===== config.mk =====
export PLATFORM = sky130hd
export DESIGN_NAME = pipe_sub
export DESIGN_NICKNAME = d
export VERILOG_FILES = /design/src/rtl/pipe_sub_pkg.sv /design/src/rtl/pipe_sub_alu.sv /design/src/rtl/pipe_sub.sv
export SDC_FILE = /design/constraint.sdc
export NUM_CORES = 1
export LEC_CHECK = 0
export ABC_AREA = 0
export CORE_MARGIN = 2
export CORE_UTILIZATION = 45
export DETAILED_ROUTE_END_ITERATION = 10
export HOLD_SLACK_MARGIN = 0.1
export PLACE_DENSITY = 0.71
export SETUP_SLACK_MARGIN = 0.1
export SKIP_LAST_GASP = 1
export SYNTH_ARGS = -nofsm -noshare
export SYNTH_HDL_FRONTEND = slang
export SYNTH_SLANG_ARGS = --single-unit

===== constraint.sdc =====
create_clock -name clk -period 3.6 [get_ports clk]
set_clock_uncertainty 0.05 [all_clocks]
set_input_delay 1.08 -clock clk [delete_from_list [all_inputs] [get_ports clk]]
set_output_delay 1.08 -clock clk [all_outputs]
set_load 0.005 [all_outputs]

===== src/rtl/pipe_sub_pkg.sv =====
// Shared definitions for the pipelined subtractor: operation encodings and
// the width/ceiling of the clamp counter.
package pipe_sub_pkg;

  typedef enum logic [1:0] {
    MODE_DIFF = 2'b00,
    MODE_ABS  = 2'b01,
    MODE_SAT  = 2'b10,
    MODE_REV  = 2'b11
  } mode_e;

  localparam int SAT_CNT_W = 16;
  localparam logic [SAT_CNT_W-1:0] SAT_CNT_MAX = '1;

endpackage


===== src/rtl/pipe_sub_alu.sv =====
// Combinational core of pipe_sub: W+1-bit difference, then the mode-specific
// post-processing (absolute value, clamp, reversed operands).
module pipe_sub_alu
  import pipe_sub_pkg::*;
#(
  parameter int W      = 8,
  parameter bit SIGNED = 1'b0
) (
  input  logic [W-1:0] a,
  input  logic [W-1:0] b,
  input  logic [1:0]   mode,
  output logic [W:0]   c,
  output logic         neg,
  output logic         clamped
);

  logic [W:0] ext_a;
  logic [W:0] ext_b;
  logic [W:0] d;
  logic [W:0] d_rev;
  logic [W:0] sat_max;
  logic [W:0] sat_min;

  // One extra bit holds any difference of two W-bit operands without overflow.
  assign ext_a   = SIGNED ? {a[W-1], a} : {1'b0, a};
  assign ext_b   = SIGNED ? {b[W-1], b} : {1'b0, b};
  assign d       = ext_a - ext_b;
  assign d_rev   = ext_b - ext_a;
  assign neg     = d[W];
  assign sat_max = {2'b00, {(W-1){1'b1}}};
  assign sat_min = {2'b11, {(W-1){1'b0}}};

  always_comb begin
    c       = d;
    clamped = 1'b0;
    unique case (mode_e'(mode))
      MODE_DIFF: c = d;
      MODE_ABS:  c = neg ? d_rev : d;
      MODE_SAT: begin
        if (!SIGNED) begin
          if (neg) begin
            c       = '0;
            clamped = 1'b1;
          end
        end else if ($signed(d) > $signed(sat_max)) begin
          c       = sat_max;
          clamped = 1'b1;
        end else if ($signed(d) < $signed(sat_min)) begin
          c       = sat_min;
          clamped = 1'b1;
        end
      end
      MODE_REV:  c = d_rev;
    endcase
  end

endmodule


===== src/rtl/pipe_sub.sv =====
// Two-stage valid/ready subtractor pipeline: S1 holds operands, S2 holds the
// result; also counts clamped results as they leave.
module pipe_sub
  import pipe_sub_pkg::*;
#(
  parameter int W      = 8,
  parameter bit SIGNED = 1'b0
) (
  input  logic                 clk,
  input  logic                 rst,
  input  logic                 in_valid,
  output logic                 in_ready,
  input  logic [W-1:0]         a,
  input  logic [W-1:0]         b,
  input  logic [1:0]           mode,
  output logic                 out_valid,
  input  logic                 out_ready,
  output logic [W:0]           c,
  output logic                 neg,
  output logic [SAT_CNT_W-1:0] sat_cnt
);

  // Handshake: a transfer happens on a rising edge where valid and ready are
  // both high; a producer holds valid and payload until that edge, and ready
  // may depend combinationally on the consumer's ready.

  logic           s1_valid;
  logic [W-1:0]   s1_a;
  logic [W-1:0]   s1_b;
  logic [1:0]     s1_mode;
  logic           s2_clamped;
  logic [W:0]     alu_c;
  logic           alu_neg;
  logic           alu_clamped;
  logic           s2_advance;
  logic           s1_open;
  logic           out_xfer;

  assign s2_advance = !out_valid || out_ready;
  assign s1_open    = !s1_valid || s2_advance;
  assign in_ready   = !rst && s1_open;
  assign out_xfer   = out_valid && out_ready;

  always_ff @(posedge clk) begin
    if (rst) begin
      s1_valid <= 1'b0;
      s1_a     <= '0;
      s1_b     <= '0;
      s1_mode  <= '0;
    end else if (s1_open) begin
      s1_valid <= in_valid;
      if (in_valid) begin
        s1_a    <= a;
        s1_b    <= b;
        s1_mode <= mode;
      end
    end
  end

  pipe_sub_alu #(
    .W      (W),
    .SIGNED (SIGNED)
  ) u_alu (
    .a       (s1_a),
    .b       (s1_b),
    .mode    (s1_mode),
    .c       (alu_c),
    .neg     (alu_neg),
    .clamped (alu_clamped)
  );

  // S2 only reloads when it can hand its content on, so a stalled result
  // stays frozen on the outputs.
  always_ff @(posedge clk) begin
    if (rst) begin
      out_valid  <= 1'b0;
      c          <= '0;
      neg        <= 1'b0;
      s2_clamped <= 1'b0;
    end else if (s2_advance) begin
      out_valid <= s1_valid;
      if (s1_valid) begin
        c          <= alu_c;
        neg        <= alu_neg;
        s2_clamped <= alu_clamped;
      end
    end
  end

  always_ff @(posedge clk) begin
    if (rst) begin
      sat_cnt <= '0;
    end else if (out_xfer && s2_clamped && (sat_cnt != SAT_CNT_MAX)) begin
      sat_cnt <= sat_cnt + SAT_CNT_W'(1);
    end
  end

endmodule


### Word level (Yosys, flattened, before mapping)

Index checks and enable logic that the tools add are counted.
Widths: inputs -> output; s select.

* bits of input ports: 22
* output and inout bits: 28
* latch bits: 0
* word-level logic and storage cells: 33
* register bits: 47
* memories: 0
* ROM bits: 0
* bits in writable memories: 0

* divide/modulo/power cells: 0
* muxes and demuxes: 5
* shifts and indexed selects: 0
* equality and inequality tests: 4
* multipliers: 0
* bitwise gates (word level): 0
* reductions and logical operators: 12
* order comparisons: 0
* add/subtract/negate cells: 3

Operators by type and width (number)
* $pmux 9 s4: 1
* $sub 8x8->9: 2
* $add 16x1->16 const B: 1
* $ne 16x16->1 const B: 1
* $mux 9: 1
* $mux 8: 1
* $eq 2x2->1 const B: 2
* $logic_and 1x1->1: 4
* $reduce_and 2->1: 2
* $logic_not 1->1: 3
* $eq 2x1->1 const B: 1
* $logic_not 2->1: 1
* $logic_or 1x1->1: 2
* $mux 1: 2

### Longest topological paths before layout

* word-level depth: 4
* depth in mapped cells: 10
* gate-level depth less buffers: 10

### Cells and area by module

From an unflattened synthesis, not the netlist that was laid out.

* cells, all modules: 356
* area total of the unflattened synthesis: 2951.6 um^2

By module, submodules not included
* pipe_sub: area an instance 1985.7 um^2, sequential area each 940.9 um^2, instances 1, cells each 227
* pipe_sub_alu: area an instance 965.9 um^2, sequential area each 0.0 um^2, instances 1, cells each 129

### Worst setup path before layout

No wires, ideal clock.

* path kind: input -> output
* from: in rst
* to: out in_ready
* path slack: 948 ps
* data required time: 2470 ps
* arrival time: 1522 ps
* buffers on the path: 2
* cell stages on the path: 3
* cell sequence: buf_6 clkbuf_1 a21oi_1

* word-level cells in the longest chain between the ends: 2

RTL lines
* from (decl): line pipe_sub.sv:10 `input logic rst,`
* $logic_not 1->1: line pipe_sub.sv:41 `assign in_ready = !rst && s1_open;`
* $logic_and 1x1->1: line pipe_sub.sv:41
* to (decl): line pipe_sub.sv:12 `output logic in_ready,`

Every way passes these cells.

### Worst setup path in the final report

Ends and elaborated chain as after synthesis.

==> summary.txt <==
Worst setup path
  • CP Class: input pin to output pin
  • Register-to-register setup slack: 750 ps
  • Req. time, crit path: 2470 ps
  • R2r startpoint: s1_b[0]
  • CP Data Arrival Time: around 2200 ps
  • Most used cell, CP: clkdlybuf4s50_1
  • Cells along the critical path: clkdlybuf4s50_1 > a21oi_1 > clkdlybuf4s50_1
  • Crit Path Max Fanout: 2
  • Slowest-stage cell, CP: clkdlybuf4s50_1
  • Startpoint Class: input pin
  • Critical Path Sink Type: output pin
  • Worst path max stage delay: about 500 ps
  • Reg-to-Reg End: c[5]
  • R2r worst-path depth: 9

Finish
  • Post-layout util: 0.581
  • Ant. Diodes: 0
  • Layout cells sized above 1: 0.0432
  • Area Growth Syn to Fin: 24.1%
  • Final nets: 410

GRT
  • Largest net degree at the start of global routing: 43
  • Initial antenna violation count: 0
  • Gr ovfl total: 0
  • Total GRT Usage: 0.184
  • Vias in the first global route: 2160
  • First-pass GRT wire length: ~9400 um

Floorplanning
  • Starting density of the core: 0.468
  • Die width: between 70 and 80 um
  • Core area: around 5500 um2
  • Number of I/O pins: 50
  • Rows: 27
  • Die Area: 6350 um2
  • Die Ht: 79.7 um

Yosys
  • Yosys cell types: 44
  • Synth Register Bits: 47
  • Main synth FF type: dfxtp_1
  • Synth Instances: about 330
  • Top cell type by total area after synthesis: dfxtp_1
  • Count leader, synth: nand2_1
  • Mapped Nets: between 300 and 400
  • Warnings from Yosys: 0
  • Syn Area/Cell: between 7 and 8 um2
  • Sequential share of the synthesized area: 0.365
  • Synth Cell Area: between 2000 and 3000 um2
  • Async set-reset flop share out of synthesis: 0
  • Synth top cells by count: 58 x nand2_1, 47 x dfxtp_1, 37 x a21oi_1
  • Main area contributors after synthesis: dfxtp_1 36%, nand2_1 8.4%, ha_1 8.2%, a21oi_1 7.2%, xnor2_1 4.1%
  • Synth top area share: 0.365
  • EDFF count, synth: 0

Drt
  • ANT nets after route: 0
  • Via density: 5.11
  • Remaining DRCs: 0
  • Final wirelength: around 5400 um
  • Vias: between 2000 and 2500
  • DR WL/cell: 12.3 um
  • Initial DRC Count: between 60 and 70
  • Drt pass-1 iters: 4

STA
  • Final hold vios: 0
  • Final Setup Violations: 0
  • Setup TNS: 0 ps
  • Slew at the pin closest to its max-slew limit: between 600 and 700 ps
  • FMAX: 302 MHz
  • Max Slew Vio Count: 0
  • Post-layout min period: ~3300 ps
  • RSZ-0062 raised after global routing: false
  • Slew HR: 0.540
  • Crit share post-route: 0.919

Pwr
  • Tot Pwr: 1.11 mW
  • Leakage: 1.20 nW
  • Peak VDD IR: about 0.00023 V
  • Power Dens Cells: between 300 and 400 nW/um2

Clock tree
  • CTS Root Cell: clkbuf_8
  • CTS Sinks: 47
  • Num CTS Buffers: 5
  • PostCTS Resize Cnt: 0
  • Reg clk slew, reported paths: ~90 ps
  • Worst-skew pair later-pin latency: roughly 300 ps
  • Longest Clk Path Bufs: 2
  • CTS tree: done
  • CTS H-tree depth: 2
  • Cts-stage hold buffer count: 0
  • Postcts setup bufs: 0

Min path
  • Worst Hold Path EP: c[8]
  • Min-delay worst type: flip-flop to flip-flop
  • Min-Delay Path Depth: 2
  • Hold Startpoint: c[8]

Status
  • Status: finished clean

Place
  • IO buf count: slightly below 50
  • DPL Wire Length: approximately 4200 um
  • GPL Wtd Cong: between 0.8 and 0.9

Flow run
  • Total of max-cap violations: 0
[state kept, by name, indices dropped and copies added, names as in the netlist]
signal      cells
sat_cnt        16
c               9
s1_a            8
s1_b            8
s1_mode         2
neg             1
out_valid       1
s1_valid        1
s2_clamped      1
[layout by cell type (no fill, tap or decap), types with 8 or more instances in the layout]
master            n
xnor2_1          12
nand2_1          58
nor3_1            8
nor2_1           27
a21oi_1          37
dfxtp_1          47
ha_1             17
clkdlybuf4s50_1  48
o21ai_0          10
inv_1            23
nand3_1           8
[power by group]
| part | switching [mW] | internal [mW] |
|---|---|---|
| clock network | 0.185 | 0.139 |
| logic | 0.114 | 0.114 |
| registers | 0.0159 | 0.542 |
| total | 0.315 | 0.795 |
[worst max path at each step]
stage / startpoint / to / slack [ps] / cells past startpoint
final: rst / in_ready / 290 / 3
after CTS: out_ready / in_ready / 130 / 4
after detailed placement: out_ready / in_ready / 130 / 4
after global placement: out_ready / in_ready / 150 / 4
after global routing: rst / in_ready / 240 / 3
after floorplan: rst / in_ready / 950 / 3
[per-layer routing]
layer / part of all wire / up-vias / track usage / wire length (um)
li1: - / 1172 / - / -
met1: 0.47 / 1048 / 0.223 / 2560
met2: 0.48 / 38 / 0.326 / 2630
met3: 0.039 / 2 / 0.0452 / 211
met4: 0.0039 / 0 / 0.0414 / 21
met5: 0 / - / 0 / 0
[through the flow]
step | setup WS, ps | hold WS (ps) | cell area (um2) | std cells
finish | 293 | 408 | 3200 | 442
detailed placement | 133 | 398 | 3100 | 434
global placement | 146 | 389 | 3100 | 434
global route | 239 | 441 | 3200 | 442
CTS | 133 | 414 | 3190 | 442
floorplan | 948 | 396 | 2580 | 326
[cell type report]
cell class	instances	area [um2]
Sequential cell	47	941
Multi-Input combinational cell	241	1480
Clock buffer	5	68.8
Tap cell	72	90.1
Inverter	23	86.3
Timing Repair Buffer	51	508
Clock inverter	3	22.5
Fill cell	509	2310
[cell families after synthesis]
kind of cell,after synthesis,share of synthesized area
buffers and inverters,38,0.0611
AOI/OAI and AO/OA,68,0.162
adders and majority gates,19,0.0980
xor gates and xnor gates,16,0.0543
and+or+nand+nor,133,0.241
muxes,5,0.0194
DFF,47,0.365
[worst max-delay path: cells and delay by family]
family,cells,cell delay (ps)
buffers and inverters,2,970
AO/OA/AOI/OAI,1,130
Power figures use the tool's default switching activity.
